<file path="src/rtl/parking_pkg.sv">
// Shared types and constants for the parking gate controller.
// Timer widths and default timing parameters live here.
package parking_pkg;

  localparam int TIMER_W    = 16;
  localparam int DEBOUNCE_W = 8;

  localparam int DEF_DEBOUNCE_CYCLES = 4;
  localparam int DEF_OPEN_TIMEOUT    = 1000;
  localparam int DEF_CLOSE_DELAY     = 50;

  typedef enum logic [2:0] {
    E_IDLE   = 3'd0,
    E_CHECK  = 3'd1,
    E_REJECT = 3'd2,
    E_OPEN   = 3'd3,
    E_CLOSE  = 3'd4
  } entry_state_t;

  typedef enum logic [1:0] {
    X_IDLE  = 2'd0,
    X_OPEN  = 2'd1,
    X_CLOSE = 2'd2
  } exit_state_t;

  // Saturating increment so a timer parks at all-ones instead of wrapping.
  function automatic logic [TIMER_W-1:0] sat_inc(input logic [TIMER_W-1:0] v);
    if (v == {TIMER_W{1'b1}}) begin
      return v;
    end else begin
      return v + TIMER_W'(1);
    end
  endfunction

endpackage

</file>
<file path="src/rtl/parking_sensor_debounce.sv">
// Loop-sensor debouncer: the output level follows the raw input only after
// the raw value has disagreed with it for DEBOUNCE_CYCLES consecutive clocks.
module parking_sensor_debounce
  import parking_pkg::*;
#(
  parameter int DEBOUNCE_CYCLES = DEF_DEBOUNCE_CYCLES
) (
  input  logic clk,
  input  logic reset,
  input  logic sensor_raw,
  output logic sensor_level
);

  localparam logic [DEBOUNCE_W-1:0] CNT_LAST = DEBOUNCE_W'(DEBOUNCE_CYCLES - 1);

  logic [DEBOUNCE_W-1:0] cnt_r;
  logic                  level_r;

  // Count consecutive disagreeing samples; any agreeing sample restarts the count.
  always_ff @(posedge clk) begin
    if (reset) begin
      cnt_r   <= '0;
      level_r <= 1'b0;
    end else if (sensor_raw != level_r) begin
      if (cnt_r >= CNT_LAST) begin
        level_r <= sensor_raw;
        cnt_r   <= '0;
      end else begin
        cnt_r <= cnt_r + DEBOUNCE_W'(1);
      end
    end else begin
      cnt_r <= '0;
    end
  end

  assign sensor_level = level_r;

endmodule

</file>
<file path="src/rtl/parking_gate_ctrl.sv">
// Entry/exit barrier controller feeding the occupancy counter: two lane FSMs
// plus an event arbiter that never lets entry and exit events coincide.
module parking_gate_ctrl
  import parking_pkg::*;
#(
  parameter int DEBOUNCE_CYCLES = DEF_DEBOUNCE_CYCLES,
  parameter int OPEN_TIMEOUT    = DEF_OPEN_TIMEOUT,
  parameter int CLOSE_DELAY     = DEF_CLOSE_DELAY
) (
  input  logic clk,
  input  logic reset,
  input  logic entry_sensor_raw,
  input  logic entry_is_uni,
  input  logic exit_sensor_raw,
  input  logic exit_is_uni,
  input  logic uni_is_vacated_space,
  input  logic is_vacated_space,
  output logic car_entered,
  output logic is_uni_car_entered,
  output logic car_exited,
  output logic is_uni_car_exited,
  output logic entry_gate_open,
  output logic exit_gate_open,
  output logic entry_reject,
  output logic entry_timeout
);

  localparam logic [TIMER_W-1:0] OPEN_LAST  = TIMER_W'(OPEN_TIMEOUT - 1);
  localparam logic [TIMER_W-1:0] CLOSE_LAST = TIMER_W'(CLOSE_DELAY - 1);

  logic               entry_level_s;
  logic               exit_level_s;
  logic               entry_pass_s;
  logic               exit_pass_s;
  logic               entry_space_s;
  entry_state_t       e_state_r;
  exit_state_t        x_state_r;
  logic [TIMER_W-1:0] e_timer_r;
  logic [TIMER_W-1:0] x_timer_r;
  logic               e_uni_r;
  logic               x_uni_r;
  logic               exit_pending_r;
  logic               pending_uni_r;

  parking_sensor_debounce #(.DEBOUNCE_CYCLES(DEBOUNCE_CYCLES)) u_entry_deb (
    .clk          (clk),
    .reset        (reset),
    .sensor_raw   (entry_sensor_raw),
    .sensor_level (entry_level_s)
  );

  parking_sensor_debounce #(.DEBOUNCE_CYCLES(DEBOUNCE_CYCLES)) u_exit_deb (
    .clk          (clk),
    .reset        (reset),
    .sensor_raw   (exit_sensor_raw),
    .sensor_level (exit_level_s)
  );

  // Passage = debounced sensor low while the barrier is open.
  always_comb begin
    entry_pass_s  = 1'b0;
    exit_pass_s   = 1'b0;
    entry_space_s = 1'b0;
    if ((e_state_r == E_OPEN) && !entry_level_s) begin
      entry_pass_s = 1'b1;
    end else begin
      entry_pass_s = 1'b0;
    end
    if ((x_state_r == X_OPEN) && !exit_level_s) begin
      exit_pass_s = 1'b1;
    end else begin
      exit_pass_s = 1'b0;
    end
    if (entry_is_uni) begin
      entry_space_s = uni_is_vacated_space;
    end else begin
      entry_space_s = is_vacated_space;
    end
  end

  // Entry lane FSM; passage is checked before timeout so a late car still counts.
  always_ff @(posedge clk) begin
    if (reset) begin
      e_state_r       <= E_IDLE;
      e_timer_r       <= '0;
      e_uni_r         <= 1'b0;
      entry_gate_open <= 1'b0;
      entry_reject    <= 1'b0;
      entry_timeout   <= 1'b0;
    end else begin
      entry_timeout <= 1'b0;
      case (e_state_r)
        E_IDLE: begin
          if (entry_level_s) begin
            e_state_r <= E_CHECK;
          end
        end
        E_CHECK: begin
          e_uni_r   <= entry_is_uni;
          e_timer_r <= '0;
          if (entry_space_s) begin
            e_state_r       <= E_OPEN;
            entry_gate_open <= 1'b1;
          end else begin
            e_state_r    <= E_REJECT;
            entry_reject <= 1'b1;
          end
        end
        E_REJECT: begin
          if (!entry_level_s) begin
            e_state_r    <= E_IDLE;
            entry_reject <= 1'b0;
          end
        end
        E_OPEN: begin
          if (!entry_level_s) begin
            e_state_r       <= E_CLOSE;
            e_timer_r       <= '0;
            entry_gate_open <= 1'b0;
          end else if (e_timer_r >= OPEN_LAST) begin
            e_state_r       <= E_CLOSE;
            e_timer_r       <= '0;
            entry_gate_open <= 1'b0;
            entry_timeout   <= 1'b1;
          end else begin
            e_timer_r <= sat_inc(e_timer_r);
          end
        end
        E_CLOSE: begin
          if (e_timer_r >= CLOSE_LAST) begin
            e_state_r <= E_IDLE;
            e_timer_r <= '0;
          end else begin
            e_timer_r <= sat_inc(e_timer_r);
          end
        end
        default: begin
          e_state_r       <= E_IDLE;
          e_timer_r       <= '0;
          entry_gate_open <= 1'b0;
          entry_reject    <= 1'b0;
        end
      endcase
    end
  end

  // Exit lane FSM: no space check and a silent timeout.
  always_ff @(posedge clk) begin
    if (reset) begin
      x_state_r      <= X_IDLE;
      x_timer_r      <= '0;
      x_uni_r        <= 1'b0;
      exit_gate_open <= 1'b0;
    end else begin
      case (x_state_r)
        X_IDLE: begin
          if (exit_level_s) begin
            x_state_r      <= X_OPEN;
            x_uni_r        <= exit_is_uni;
            x_timer_r      <= '0;
            exit_gate_open <= 1'b1;
          end
        end
        X_OPEN: begin
          if (!exit_level_s || (x_timer_r >= OPEN_LAST)) begin
            x_state_r      <= X_CLOSE;
            x_timer_r      <= '0;
            exit_gate_open <= 1'b0;
          end else begin
            x_timer_r <= sat_inc(x_timer_r);
          end
        end
        X_CLOSE: begin
          if (x_timer_r >= CLOSE_LAST) begin
            x_state_r <= X_IDLE;
            x_timer_r <= '0;
          end else begin
            x_timer_r <= sat_inc(x_timer_r);
          end
        end
        default: begin
          x_state_r      <= X_IDLE;
          x_timer_r      <= '0;
          exit_gate_open <= 1'b0;
        end
      endcase
    end
  end

  // Event arbiter: entry wins a collision, the exit event waits one cycle.
  always_ff @(posedge clk) begin
    if (reset) begin
      car_entered        <= 1'b0;
      is_uni_car_entered <= 1'b0;
      car_exited         <= 1'b0;
      is_uni_car_exited  <= 1'b0;
      exit_pending_r     <= 1'b0;
      pending_uni_r      <= 1'b0;
    end else begin
      car_entered        <= entry_pass_s;
      is_uni_car_entered <= entry_pass_s & e_uni_r;
      if (entry_pass_s) begin
        car_exited        <= 1'b0;
        is_uni_car_exited <= 1'b0;
        exit_pending_r    <= exit_pending_r | exit_pass_s;
        if (exit_pending_r) begin
          pending_uni_r <= pending_uni_r;
        end else begin
          pending_uni_r <= x_uni_r;
        end
      end else if (exit_pending_r) begin
        car_exited        <= 1'b1;
        is_uni_car_exited <= pending_uni_r;
        exit_pending_r    <= 1'b0;
        pending_uni_r     <= 1'b0;
      end else begin
        car_exited        <= exit_pass_s;
        is_uni_car_exited <= exit_pass_s & x_uni_r;
        exit_pending_r    <= 1'b0;
        pending_uni_r     <= 1'b0;
      end
    end
  end

endmodule
</file>
<file path="config.mk">
export PLATFORM = sky130hd
export DESIGN_NAME = parking_gate_ctrl
export DESIGN_NICKNAME = d
export VERILOG_FILES = /design/src/rtl/parking_pkg.sv /design/src/rtl/parking_sensor_debounce.sv /design/src/rtl/parking_gate_ctrl.sv
export SDC_FILE = /design/constraint.sdc
export NUM_CORES = 1
export LEC_CHECK = 0
export ABC_AREA = 1
export BUFFER_PORTS_ARGS = -buffer_cell sky130_fd_sc_hd__clkbuf_2
export CAP_MARGIN = 20
export CELL_PAD_IN_SITES_DETAIL_PLACEMENT = 1
export CELL_PAD_IN_SITES_GLOBAL_PLACEMENT = 2
export CORE_MARGIN = 2
export CORE_UTILIZATION = 30
export CTS_CLUSTER_DIAMETER = 60
export DETAILED_ROUTE_END_ITERATION = 10
export HOLD_SLACK_MARGIN = 0.02
export PLACE_DENSITY = 0.74
export SETUP_SLACK_MARGIN = 0.4
export SLEW_MARGIN = 20
export SYNTH_ARGS = -nofsm -noshare
export SYNTH_HDL_FRONTEND = slang
export SYNTH_HIERARCHICAL = 1
export SYNTH_SLANG_ARGS = --single-unit
</file>
<file path="constraint.sdc">
create_clock -name clk -period 2.6 [get_ports clk]
set_input_delay 0.13 -clock clk [delete_from_list [all_inputs] [get_ports clk]]
set_output_delay 0.13 -clock clk [all_outputs]
set_load 0.01 [all_outputs]
</file>
# --- Word-level counts from Yosys, hierarchy flattened ---
# Index checks and enable logic that the tools add are counted.
word_totals:
  regBits: 67
  latchBits: 0
  ram_bits: 0
  rom_bits: 0
  inputBits: 8
  mem_count: 0
classes:
  n_addsub: 4
  n_mul: 0
  div: 0
  magnitude_cmp: 6
  n_eq_ne: 19
  n_shift: 0
  mux: 37
  bitwise: 11
  n_reduce_logical: 23
op_table:
  columns: ["cell", "n"]
  rows:
  - ["$mux W16", 8]
  - ["$pmux W16 S3", 2]
  - ["$add A16 B1 Y16 const B", 2]
  - ["$eq A16 B16 Y1 const B", 2]
  - ["$ge A16 B10 Y1 const B", 2]
  - ["$ge A16 B6 Y1 const B", 2]
  - ["$add A8 B1 Y8 const B", 2]
  - ["$ge A8 B2 Y1 const B", 2]
  - ["$mux W3", 5]
  - ["$pmux W3 S5", 1]
  - ["$reduce_or A3 Y1", 5]
  - ["$mux W1", 14]
  - ["$reduce_and A3 Y1", 4]
  - ["$ne A2 B2 Y1 const B", 5]
  - ["$pmux W1 S3", 3]
  - ["$not A1 Y1", 8]
  - ["$eq A3 B2 Y1 const B", 2]
  - ["$mux W2", 3]
  - ["$ne A2 B1 Y1 const B", 3]
  - ["$pmux W2 S3", 1]
  - ["$reduce_and A2 Y1", 3]
  - ["$reduce_or A2 Y1", 3]
  - ["$reduce_and A4 Y1", 1]
  - ["$eq A3 B1 Y1 const B", 1]
  - ["12 further kinds", 16]

# --- Depth between registers and ports, before layout ---
logic_depth:
  word_depth: 5
  ltp_mapped: 11

# --- Cells and area by module ---
# Netlist, hierarchy kept.
modules_own_cells:
  columns: ["module", "instances", "cells_each", "area_per_inst_um2", "seq_area_each_um2"]
  rows:
  - ["parking_gate_ctrl", 1, 383, 2647.5, 980.9]
  - ["parking_sensor_debounce at u_entry_deb", 1, 39, 309.0, 180.2]
  - ["parking_sensor_debounce at u_exit_deb", 1, 32, 294.0, 180.2]

# --- Worst setup path after synthesis ---
# No wires, ideal clock.
synth_timing:
  kind: "register to register"
  start: "reg x_timer_r[0]"
  end: "reg x_timer_r[5]"
  setup_time_ns: 0.116
  t_arrival_ns: 1.294
  required_time_ns: 2.484
  setup_slack_ns: 1.191
  stages_incl_launch_ff: 8
  n_path_buf: 0
  cell_sequence: "dfxtp_1 -> ha_1 -> nand2_1 -> nor2_2 -> nand4_4 -> nand2_1 -> xor2_1 -> nor2_1"
synth_via:
  elab_chain_cells: 4
synth_rtl:
  columns: ["item", "line_no", "rtl"]
  rows:
  - ["from (decl)", "parking_gate_ctrl.sv:39", "logic [TIMER_W-1:0] x_timer_r;"]
  - ["from (signal assigned)", "parking_gate_ctrl.sv:170", "x_timer_r <= sat_inc(x_timer_r);"]
  - ["from (signal assigned)", "parking_gate_ctrl.sv:178", "x_timer_r <= sat_inc(x_timer_r);"]
  - ["$add A16 B1 Y16, or another cell as far along", "parking_pkg.sv:31", "return v + TIMER_W'(1);"]
  - ["$mux W16 / $logic_or A1 B1 Y1 (equally long branches)", "parking_pkg.sv:28, parking_gate_ctrl.sv:165", null]
  - ["$mux W16, on equally long branches", "parking_gate_ctrl.sv:174, parking_gate_ctrl.sv:165", null]
  - ["$pmux W16 S3 (*)", "parking_gate_ctrl.sv:155", "case (x_state_r)"]
# Every way passes the cells marked *; elsewhere a longest branch is shown, timed or not.
# A chain may end at the register's enable or synchronous reset.

# --- Worst setup path in the final report ---
layout_timing:
  start: "reg x_state_r[1]"
  end: "reg x_timer_r[7]"
layout_via:
  elab_chain_cells: 2
layout_rtl:
  columns: ["item", "line_no", "rtl"]
  rows:
  - ["from (decl)", "parking_gate_ctrl.sv:37", "exit_state_t x_state_r;"]
  - ["from (signal assigned)", "parking_gate_ctrl.sv:150", "x_state_r <= X_IDLE;"]
  - ["from (signal assigned)", "parking_gate_ctrl.sv:158", "x_state_r <= X_OPEN;"]
  - ["from (signal assigned)", "parking_gate_ctrl.sv:166", "x_state_r <= X_CLOSE;"]
  - ["$eq A2 B2 Y1, or another cell as far along", "parking_gate_ctrl.sv:155", null]
  - ["$pmux W16 S3 / $ne A2 B1 Y1 (equally long branches)", null, null]
# Parallel ways exist; a longest one is shown, timed or not.

==> impl_metrics.env <==
export IMPL_cp_max_fo=17
export IMPL_slew_violations=0
export IMPL_h_tree_depth=3
export IMPL_peakVddDrop_uv=359
export IMPL_drtPass1Iterations=4
export IMPL_wl_per_cell_um=11.8
export IMPL_ctsResizeCount=0
export IMPL_hp_class="in -> reg"
export IMPL_p_per_area_nw_per_um2=734
export IMPL_synthSimpleGateAreaFrac=0.367
export IMPL_muxShareOfSynthArea=0
export IMPL_vias=2805
export IMPL_synth_compound_area_frac=0.0593
export IMPL_coreArea_um2=10700
export IMPL_ant_nets=0
export IMPL_fmax_mhz=553
export IMPL_ios=16
export IMPL_synth_cell_types=31
export IMPL_drive_gt1_frac=0.135
export IMPL_worstPathArrival_ns=2.04
export IMPL_synthFlopType="dfxtp_1"
export IMPL_synthAdderAreaFrac=0.0423
export IMPL_clockBufferDepth=2
export IMPL_hold_path_depth=3
export IMPL_worst_slew_pin_slew_ns=0.582
export IMPL_numCtsBuffers=9
export IMPL_netlist_area_um2=3250
export IMPL_antenna_found_initial=0
export IMPL_yosys_top_cells_count="nand2_1, dfxtp_1, inv_1"
export IMPL_synth_most_common_cell="nand2_1"
export IMPL_rows=38
export IMPL_relSlewSlack=0.611
export IMPL_yosysSeqAreaShare=0.413
export IMPL_reg2reg_depth=10
export IMPL_p_leak_nw=1.66
export IMPL_syn_to_final_growth_pct=15.6
export IMPL_rsz0062_at_grt="false"
export IMPL_worstSetupStartpointType="flip-flop"
export IMPL_post_route_period_util=0.696
export IMPL_start_util=0.304
export IMPL_synthArstFlopShare=0
export IMPL_cts_root_buf="clkbuf_8"
export IMPL_grt_max_degree=36
export IMPL_finalSetupViolations=0
export IMPL_ys_warn_count=6
export IMPL_worst_clock_skew_ns=0.0117
export IMPL_die_w_um=108
export IMPL_grt_usage=0.142
export IMPL_ys_ff_latch=67
export IMPL_nFillCells=1373
export IMPL_gp_congestion=0.731
export IMPL_grt_pass1_wl_mm=13.0
export IMPL_whs_ns=0.0403
export IMPL_final_hold_viol_count=0
export IMPL_syn_avg_cell_area_um2=7.16
export IMPL_yosys_area_top_type="dfxtp_1"
export IMPL_die_area_um2=11700
export IMPL_synthXorXnorAreaFrac=0.0242
export IMPL_antenna_cells=0
export IMPL_drc=0
export IMPL_grt_pass1_vias=2931
export IMPL_yosys_top_cells_area="dfxtp_1, nand2_1, inv_1"
export IMPL_path_clk_slew_ns=0.08
export IMPL_cts_tree="built"
export IMPL_dieHeight_um=108
export IMPL_io_buffers=15
export IMPL_min_to="u_entry_deb/sensor_level$_SDFFE_PP0P_"
export IMPL_finalPower_w=0.00276
export IMPL_synth_edf_count=0
export IMPL_insertion_delay_ns=0.35
export IMPL_required_ns=2.84
export IMPL_routed_wl_mm=7.40
export IMPL_min_delay_start="entry_sensor_raw"
export IMPL_fin_setup_tns_ns=0
export IMPL_cts_sinks=67
export IMPL_rrSetupSlack_ns=0.79
export IMPL_critical_path_class="reg -> reg"
export IMPL_status="completed"
export IMPL_vias_per_cell=4.45
export IMPL_cts_hold_buf=2
export IMPL_grt_overflow_total=0
export IMPL_drtIter0Drc=73
export IMPL_r2r_start="x_state_r[1]$_SDFFE_PP0P_"
export IMPL_layout_nets=504
export IMPL_hpwl_mm=5.44
export IMPL_syn_inst=454
export IMPL_maxCapViolations=0
export IMPL_timing_rr_end="x_timer_r[7]$_SDFFE_PP0P_"
export IMPL_end_kind="flip-flop"
export IMPL_fin_crit_ns=1.81
export IMPL_synth_top_family_by_area="simple AND/OR/NAND/NOR gates"
export IMPL_synthDominantCellAreaShare=0.413
export IMPL_post_cts_setup_buffer_count=0
==> worst max-delay path, cell delays in order, from the launching register on <==
cell,delay [ns]
dfxtp_1,0.32
inv_1,0.09
ha_1,0.23
inv_1,0.09
nor2_4,0.33
inv_1,0.18
nand3_1,0.11
nor2_1,0.05
nand2_1,0.07
xor2_1,0.15
nor2_1,0.06
==> cells in the final DEF, fill, tap and decap left out, types with 2 or more instances in the layout <==
| cell | n |
|---|---|
| nand3_2 | 8 |
| nand3b_1 | 2 |
| a21oi_1 | 27 |
| nand4_1 | 13 |
| dlygate4sd3_1 | 2 |
| o21ai_1 | 2 |
| conb_1 | 12 |
| bufinv_16 | 2 |
| clkbuf_2 | 15 |
| nand2_2 | 3 |
| xor2_1 | 6 |
| ha_1 | 11 |
| clkbuf_8 | 10 |
| nand2_1 | 103 |
| dfxtp_1 | 67 |
| inv_1 | 64 |
| xnor2_1 | 3 |
| nor2_1 | 62 |
| nand2_4 | 2 |
| nor2_4 | 2 |
| buf_4 | 2 |
| nand3_1 | 30 |
| inv_2 | 4 |
| nor2_2 | 8 |
| a21oi_2 | 2 |
| o21ai_0 | 6 |
| nand4_2 | 2 |
| nor3_1 | 10 |
==> metal layers <==
| layer | vias up | wire [µm] | part of all wire | global-route usage |
|---|---|---|---|---|
| met2 | 20 | 3600 | 0.49 | 0.240 |
| met3 | 6 | 220 | 0.030 | 0.0428 |
| li1 | 1475 | - | - | - |
| met4 | 0 | 70 | 0.0095 | 0.0412 |
| met1 | 1304 | 3520 | 0.47 | 0.175 |
| met5 | - | 0 | 0 | 0 |
==> sequential cells by signal, indices dropped and copies added, names as in the netlist, 2 cells and up <==
signal and cells:
x_timer_r 16, u_exit_deb/cnt_r 8, x_state_r 2, u_entry_deb/cnt_r 8, e_state_r 3, e_timer_r 16
==> worst max-delay path by stage <==
stage	depth (start not counted)	end	from
2_1_floorplan	7	x_timer_r[5]$_SDFFE_PP0P_	x_timer_r[0]$_SDFFE_PP0P_
3_3_place_gp	10	x_timer_r[7]$_SDFFE_PP0P_	x_state_r[0]$_SDFFE_PP0P_
3_5_place_dp	10	x_timer_r[7]$_SDFFE_PP0P_	x_state_r[1]$_SDFFE_PP0P_
4_1_cts	10	x_timer_r[7]$_SDFFE_PP0P_	x_state_r[1]$_SDFFE_PP0P_
5_1_grt	10	x_timer_r[7]$_SDFFE_PP0P_	x_state_r[1]$_SDFFE_PP0P_
6_report	10	x_timer_r[7]$_SDFFE_PP0P_	x_state_r[1]$_SDFFE_PP0P_
==> power breakdown <==
group / switching [W] / total [W] / internal (W)
combinational: 0.000427 / 0.000630 / 0.000203
clock: 0.000413 / 0.000985 / 0.000571
sequential: 0.0000538 / 0.00114 / 0.00109
total: 0.000894 / 0.00276 / 0.00187
==> layout make-up <==
type / instances / area [µm²] / area share
Multi-Input combinational cell: 319 / 1650 / 0.438
Sequential cell: 67 / 1340 / 0.357
Inverter: 69 / 259 / 0.0689
Tap cell: 140 / 175 / 0.0466
Clock buffer: 11 / 141 / 0.0376
Timing Repair Buffer: 19 / 110 / 0.0293
Clock inverter: 5 / 85.1 / 0.0226
==> stage by stage <==
step	instances	util	worst slack [ns]	area (µm²)
floorplan	464	-	1.19	3290
global placement	612	0.328	0.846	3510
detailed placement	612	0.328	0.793	3510
CTS	630	0.351	0.755	3760
global route	630	0.351	0.597	3760
finish	630	0.351	0.791	3760
==> kinds of logic after synthesis <==
| logic type | count (synthesis) |
|---|---|
| adder cells (fa/ha/maj) | 11 |
| other | 2 |
| XOR/XNOR | 9 |
| AND/OR/NAND/NOR | 250 |
| buffers and inverters | 78 |
| flip-flops | 67 |
| AO/OA/AOI/OAI | 37 |
No activity file was read; power rests on OpenSTA's default activity.
